## src/rtl/pipe_stage_reg.sv

```systemverilog
// pipe_stage_reg: handshaked pipeline register with flush, occupancy and saturating stall counter.
// Define PIPE_SKID_EN to add a second (skid) entry and register in_ready.
module pipe_stage_reg #(
    parameter int WIDTH = 32,
    parameter int CNT_W = 16
) (
    input  logic             clk,
    input  logic             rst,
    input  logic             in_valid,
    output logic             in_ready,
    input  logic [WIDTH-1:0] in_data,
    output logic             out_valid,
    input  logic             out_ready,
    output logic [WIDTH-1:0] out_data,
    input  logic             flush,
    output logic [1:0]       occupancy,
    output logic [CNT_W-1:0] stall_cnt
);

    // Encoding equals the number of held entries, so occupancy is a direct decode.
    typedef enum logic [1:0] {
        ST_EMPTY = 2'd0,
        ST_ONE   = 2'd1,
        ST_FULL  = 2'd2
    } state_e;

    state_e           state_r;
    logic [WIDTH-1:0] main_d_r;
    logic [CNT_W-1:0] stall_cnt_r;
    logic             main_v_s;
    logic             skid_v_s;
    logic             acc_s;
    logic             fire_s;

`ifdef PIPE_SKID_EN
    logic [WIDTH-1:0] skid_d_r;
    logic             in_ready_r;
`endif

    assign main_v_s = (state_r != ST_EMPTY);
    assign skid_v_s = (state_r == ST_FULL);
    assign acc_s    = in_valid && in_ready;
    assign fire_s   = main_v_s && out_ready;

`ifdef PIPE_SKID_EN
    // Ready flop tracks "skid entry free", cutting the out_ready -> in_ready path.
    always_ff @(posedge clk) begin
        if (rst) begin
            in_ready_r <= 1'b1;
        end else if (flush) begin
            in_ready_r <= 1'b1;
        end else if ((state_r == ST_ONE) && acc_s && !fire_s) begin
            in_ready_r <= 1'b0;
        end else if ((state_r == ST_FULL) && fire_s) begin
            in_ready_r <= 1'b1;
        end else begin
            in_ready_r <= in_ready_r;
        end
    end

    assign in_ready = in_ready_r;
`else
    assign in_ready = !main_v_s || out_ready;
`endif

    // Entry state machine and payload registers; flush overrides every transition.
    always_ff @(posedge clk) begin
        if (rst) begin
            state_r  <= ST_EMPTY;
            main_d_r <= '0;
`ifdef PIPE_SKID_EN
            skid_d_r <= '0;
`endif
        end else if (flush) begin
            state_r <= ST_EMPTY;
        end else begin
            case (state_r)
                ST_EMPTY: begin
                    if (acc_s) begin
                        state_r  <= ST_ONE;
                        main_d_r <= in_data;
                    end
                end
                ST_ONE: begin
                    if (acc_s && fire_s) begin
                        main_d_r <= in_data;
                    end else if (acc_s) begin
`ifdef PIPE_SKID_EN
                        state_r  <= ST_FULL;
                        skid_d_r <= in_data;
`else
                        // Unreachable: in ONE, in_ready is high only when the output fires.
                        state_r  <= ST_ONE;
`endif
                    end else if (fire_s) begin
                        state_r <= ST_EMPTY;
                    end
                end
                ST_FULL: begin
`ifdef PIPE_SKID_EN
                    if (fire_s) begin
                        state_r  <= ST_ONE;
                        main_d_r <= skid_d_r;
                    end
`else
                    state_r <= ST_EMPTY;
`endif
                end
                default: begin
                    state_r <= ST_EMPTY;
                end
            endcase
        end
    end

    // Saturating stall counter; only reset clears it, flush leaves it alone.
    always_ff @(posedge clk) begin
        if (rst) begin
            stall_cnt_r <= '0;
        end else if (main_v_s && !out_ready && (stall_cnt_r != {CNT_W{1'b1}})) begin
            stall_cnt_r <= stall_cnt_r + CNT_W'(1);
        end else begin
            stall_cnt_r <= stall_cnt_r;
        end
    end

    assign out_valid = main_v_s;
    assign out_data  = main_d_r;
    assign occupancy = {1'b0, main_v_s} + {1'b0, skid_v_s};
    assign stall_cnt = stall_cnt_r;

endmodule

```

## config.mk

```make
export PLATFORM = sky130hd
export DESIGN_NAME = pipe_stage_reg
export DESIGN_NICKNAME = d
export VERILOG_FILES = /design/src/rtl/pipe_stage_reg.sv
export SDC_FILE = /design/constraint.sdc
export NUM_CORES = 1
export LEC_CHECK = 0
export CAP_MARGIN = 15
export CORE_ASPECT_RATIO = 0.7
export CORE_UTILIZATION = 30
export DETAILED_ROUTE_END_ITERATION = 6
export GPL_TIMING_DRIVEN = 0
export PLACE_DENSITY = 0.66
export SYNTH_ARGS = -nofsm -noshare
export SYNTH_HDL_FRONTEND = slang
export SYNTH_SLANG_ARGS = --single-unit
```

## constraint.sdc

```tcl
create_clock -name clk -period 1.53 [get_ports clk]
set_clock_uncertainty 0.05 [all_clocks]
set_input_delay 0.153 -clock clk [delete_from_list [all_inputs] [get_ports clk]]
set_output_delay 0.153 -clock clk [all_outputs]
set_load 0.01 [all_outputs]
```

* Word level (Yosys, flattened, before mapping)
Cells that the tools add are included.
** Word-level totals
- Bits in registers :: 50
- Input port bits :: 37
- Logic and storage cells :: 35
** Operators by class
- Add/sub/neg operators :: 2
- Equality and inequality tests :: 7
- Mux-type cells :: 8
- Bitwise logic cells :: 1
- Reduce and logical (&&, ||, !) cells :: 14
** Operator list (number)
- $mux W32 :: 2
- $pmux W32 S2 :: 1
- $add A16 B1 Y16 const B :: 1
- $ne A16 B16 Y1 const B :: 1
- $mux W2 :: 4
- $ne A2 B2 Y1 const B :: 3
- $logic_and A1 B1 Y1 :: 5
- $pmux W2 S2 :: 1
- $reduce_and A4 Y1 :: 1
- $reduce_bool A2 Y1 :: 2
- $ne A3 B3 Y1 const B :: 1
- $reduce_and A3 Y1 :: 1
- $add A1 B1 Y2 :: 1
- $eq A2 B1 Y1 const B :: 1
- $eq A2 B2 Y1 const B :: 1
- $logic_not A1 Y1 :: 2
- $logic_not A2 Y1 :: 1
- $reduce_or A2 Y1 :: 1
- $logic_or A1 B1 Y1 :: 1
- $not A1 Y1 :: 1

* Longest topological paths before layout
Gate-level depths: netlist (run 1).
- Word-level depth :: 7
- Mapped depth :: 6
- Mapped depth without buffers :: 5

* Worst setup path after synthesis (run 1)
OpenSTA, ideal clock, no wires.
- Path kind :: reg2reg
- Start :: register stall_cnt_r[2] (netlist: stall_cnt[2])
- End :: register stall_cnt_r[15] (netlist: stall_cnt[15])
- Library setup time :: 0.121 ns
- Arrival time :: 1.582 ns
- Required time :: 1.359 ns
- Path slack :: -0.222 ns
- Stages on the path, launching flop included :: 6
- Path buffers :: 1
- Period minus slack after synthesis :: 1.752 ns
- Cell sequence :: dfxtp_1 -> nand3_2 -> or2_0 -> clkbuf_1 -> nor4_1 -> mux2_2
** On the way
- Longest elaborated chain between the ends :: 2
** Ends and longest elaborated chain
- start, declared :: RTL line 29 : logic [CNT_W-1:0] stall_cnt_r;
- start signal, assigned :: RTL line 121 : stall_cnt_r <= stall_cnt_r + CNT_W'(1);
- start signal, assigned :: RTL line 123 : stall_cnt_r <= stall_cnt_r;
- branches (longest 2 deep; another with $add A16 B1 Y16)
Several ways; the timed one is not identified.
A chain may end at the register's enable or synchronous reset.

* Worst setup path in the final report (run 1)
- Start :: register stall_cnt_r[12] (netlist: stall_cnt[12])
- End :: register stall_cnt_r[4] (netlist: stall_cnt[4])
** On the way
- Longest elaborated chain between the ends :: 2
** Ends and longest elaborated chain
- $ne A16 B16 Y1 :: RTL line 120 : end else if (main_v_s && !out_ready && (stall_cnt_r != {CNT_W{1'b1}})) begin
- $logic_and A1 B1 Y1 :: RTL line 120
Every way passes these cells.

==> results.py, run 1 <==
metrics = {
    "run_status": {
        "outcome": "finished with violations",
        "violations": "negative setup slack",
    },
    "setup_path": {
        "critPathKind": "register to register",
        "reg2regPathDepth": 6,
        "worst_path_largest_cell_delay_ns": 0.39,
        "r2r_end": "stall_cnt[4]",
        "critPathRequiredTime_ns": 1.67,
        "crit_arrival_ns": 1.83,
        "cp-start-kind": "register",
        "r2r_start": "stall_cnt[12]",
        "cp_cell_sequence": "nand4_1 > buf_6 > nor4_4 > buf_4 > nor3_2 > mux2_2",
        "path_buf_inv": 2,
        "cp_top_family": "simple AND/OR/NAND/NOR gates",
        "cp_slowest_cell": "dfxtp_4",
        "critPathMaxFanout": 6,
        "end_kind": "register",
        "timing.reg2reg.setup_slack_ns": -0.16,
    },
    "power": {
        "power_density_nw_per_um2": 669,
        "p_leak_nw": 1.40,
        "ir_worst_vdd_mv": 0.368,
        "power_mw": 2.44,
    },
    "die": {
        "start_util_pct": 31.8,
        "dieArea_um2": 7120,
        "io_pins": 89,
        "die_h_um": 70.9,
        "coreArea_um2": 6400,
        "die_w_um": 100,
        "row_count": 24,
    },
    "timing": {
        "worst_pin_slew_ns": 0.600,
        "fin_crit_sh_pct": 110,
        "relSlewSlack_pct": 60.0,
        "drv_slew": 0,
        "hold_violations": 0,
        "setup_violations": 13,
        "fin_ws_ns": -0.157,
        "holdWs_ns": 0.330,
        "rsz0062_at_grt": "true",
        "post-route-min-period_ns": 1.69,
        "fmax_mhz": 593,
    },
    "logic_synthesis": {
        "synthCells": 249,
        "synthAdderAreaFrac_pct": 0.615,
        "syn_avg_cell_area_um2": 8.18,
        "syn_nets": 287,
        "async_flop_share_pct": 0,
        "synthSimpleGateAreaFrac_pct": 29.6,
        "synth_mux_area_share_pct": 2.15,
        "synth_xor_area_share_pct": 0,
        "synth_edf_count": 0,
        "ys_types": 37,
        "synth_compound_area_share_pct": 15.4,
        "seq_area_frac_synth_pct": 48.2,
        "ys_ff_latch": 49,
        "synth_top_family_by_area": "simple AND/OR/NAND/NOR gates",
        "ys.warnings.count": 0,
        "netlist_area_um2": 2040,
        "synth_flop_cell": "dfxtp_1",
    },
    "cells_and_area": {
        "post-route-util_pct": 56.9,
        "mostFrequentLayoutCells": "clkdlybuf4s50_1, nand2_1, a21oi_1",
        "final_common_cell": "clkdlybuf4s50_1",
        "instances_no_fill": 463,
        "nets": 409,
        "diodes": 0,
        "syn2layout_area_growth_pct": 78.7,
        "drive_gt1_share_pct": 28.0,
    },
    "place": {
        "place.gp.congestion": 0.776,
        "dp_hpwl_mm": 4.30,
        "dp_cells": 426,
        "port-buffer-count": 86,
        "dp_worst_setup_slack_ns": -0.726,
    },
    "global_route": {
        "grt_pass1_vias": 2103,
        "gr-total-overflow": 0,
        "antenna_found_initial": 0,
        "grt_pass1_wl_mm": 10.2,
        "grt_usage_pct": 18.3,
        "grt_max_degree": 15,
    },
    "job": {
        "cap_violations": 0,
    },
    "clock_network": {
        "cts_tree": "yes",
        "clock-root-buffer": "clkbuf_8",
        "clk_pin_slew_ns": 0.09,
        "cts_hold_buf": 0,
        "cts_buffers": 5,
        "clock_latency_ns": 0.30,
        "htreeDepth": 2,
        "clk_path_buf_depth": 2,
        "cts.sinks": 49,
    },
    "detailed_routing": {
        "viasPerCell": 4.88,
        "drc": 0,
        "ant_nets": 0,
        "drtPass1Iterations": 4,
        "drt-initial-drc-count": 73,
        "routed_wl_mm": 6.70,
        "num_vias": 2261,
        "drt-wirelength-per-cell_um": 14.5,
    },
    "min_path": {
        "hold_path.class": "input pin to register",
        "whs_endpoint": "stall_cnt[4]",
        "hp-start": "rst",
        "holdPathStages": 3,
    },
}
-- tightest hold or removal path, stage by stage --
cell      delay [ns]
clkbuf_1        0.22
nor2_1          0.14
mux2_2          0.14
-- stage by stage --
stage                     TNS [ns]  instance area (µm²)
after floorplan            -0.0196                 2100
after global placement      -24.11                 3080
after detailed placement    -24.55                 3080
after CTS                   -0.152                 3370
after global routing         -2.20                 3640
final                        -1.02                 3640
-- synth_stat cells, types with 3 or more instances --
master / instances / area (µm²)
nand4_1: 4 / 25.0
nor3_1: 6 / 30.0
nor4_1: 5 / 31.3
o41ai_1: 3 / 26.3
nor2_1: 11 / 41.3
a21oi_1: 39 / 195
nand3_1: 3 / 15.0
o21ai_0: 6 / 30.0
nand2_1: 68 / 255
dfxtp_1: 49 / 981
mux2_2: 3 / 33.8
clkbuf_1: 12 / 45.0
or3_1: 3 / 18.8
nor2b_1: 7 / 43.8
inv_1: 4 / 15.0
-- flip-flops by register name (all words and copies together), names as in the netlist --
signal and flops:
out_data 32, stall_cnt 16, state_r 1
-- worst max path at each step --
| stage | start | to | slack (ns) | cells past startpoint |
|---|---|---|---|---|
| 6_report | stall_cnt[12] | stall_cnt[4] | -0.16 | 6 |
| 5_1_grt | stall_cnt[12] | stall_cnt[4] | -0.24 | 6 |
| 4_1_cts | stall_cnt[0] | stall_cnt[12] | -0.06 | 5 |
| 3_5_place_dp | out_ready | out_data[25] | -0.73 | 6 |
| 3_3_place_gp | out_ready | out_data[7] | -0.68 | 6 |
| 2_1_floorplan | stall_cnt[1] | stall_cnt[15] | -0.01 | 5 |
-- power by group --
group,switching [mW],total (mW),internal [mW]
combinational,0.151,0.359,0.208
sequential,0.0227,1.32,1.30
clock,0.431,0.753,0.322
total,0.604,2.44,1.83
-- layout make-up --
type	count	area (µm²)
Clock buffer	7	76.3
Inverter	4	17.5
Tap cell	91	114
Buffer	15	116
Clock inverter	1	5.00
Timing Repair Buffer	114	1090
Multi-Input combinational cell	182	1190
Fill cell	580	2760
Sequential cell	49	1020
-- routing by layer --
| layer | wire length [µm] | track usage, % | share of wire [%] |
|---|---|---|---|
| met2 | 2930 | 27.2 | 44 |
| met1 | 3200 | 24.8 | 48 |
| met3 | 472 | 6.13 | 7.0 |
| met5 | 0 | 0 | 0 |
| met4 | 103 | 6.44 | 1.5 |
-- cell families (layout without fill, tap and decap cells) --
family                   after synthesis  in the layout
adder cells (fa/ha/maj)                1              1
multiplexers                           4              4
AO/OA/AOI/OAI                         55             55
AND/OR/NAND/NOR                      120            121
buffers and inverters                 19            141
other                                  1              1
flip-flops                            49             49
-- timing repair --
item	CTS	global route
gates resized for setup	34	54
pin swaps	7	13
setup endpoints to repair	47	49
setup buffers	14	14
gates cloned	1	0
(Power assumes the default switching activity.)
==> inputs of run 2 (changes only) <==
--- a/config.mk
+++ b/config.mk
@@ -11,6 +11,7 @@
 export DETAILED_ROUTE_END_ITERATION = 6
 export GPL_TIMING_DRIVEN = 0
 export PLACE_DENSITY = 0.66
+export SLEW_MARGIN = 0
 export SYNTH_ARGS = -nofsm -noshare
 export SYNTH_HDL_FRONTEND = slang
 export SYNTH_SLANG_ARGS = --single-unit
==> results of run 2 <==
Final layout, timing and power as in run 1 (identical DEF).
==> inputs of run 3 (changes only) <==
--- a/config.mk
+++ b/config.mk
@@ -8,6 +8,7 @@
 export CAP_MARGIN = 15
 export CORE_ASPECT_RATIO = 0.7
 export CORE_UTILIZATION = 30
+export CTS_CLUSTER_DIAMETER = 40
 export DETAILED_ROUTE_END_ITERATION = 6
 export GPL_TIMING_DRIVEN = 0
 export PLACE_DENSITY = 0.66
==> results of run 3 <==
Final layout, timing and power as in run 1 (identical DEF).
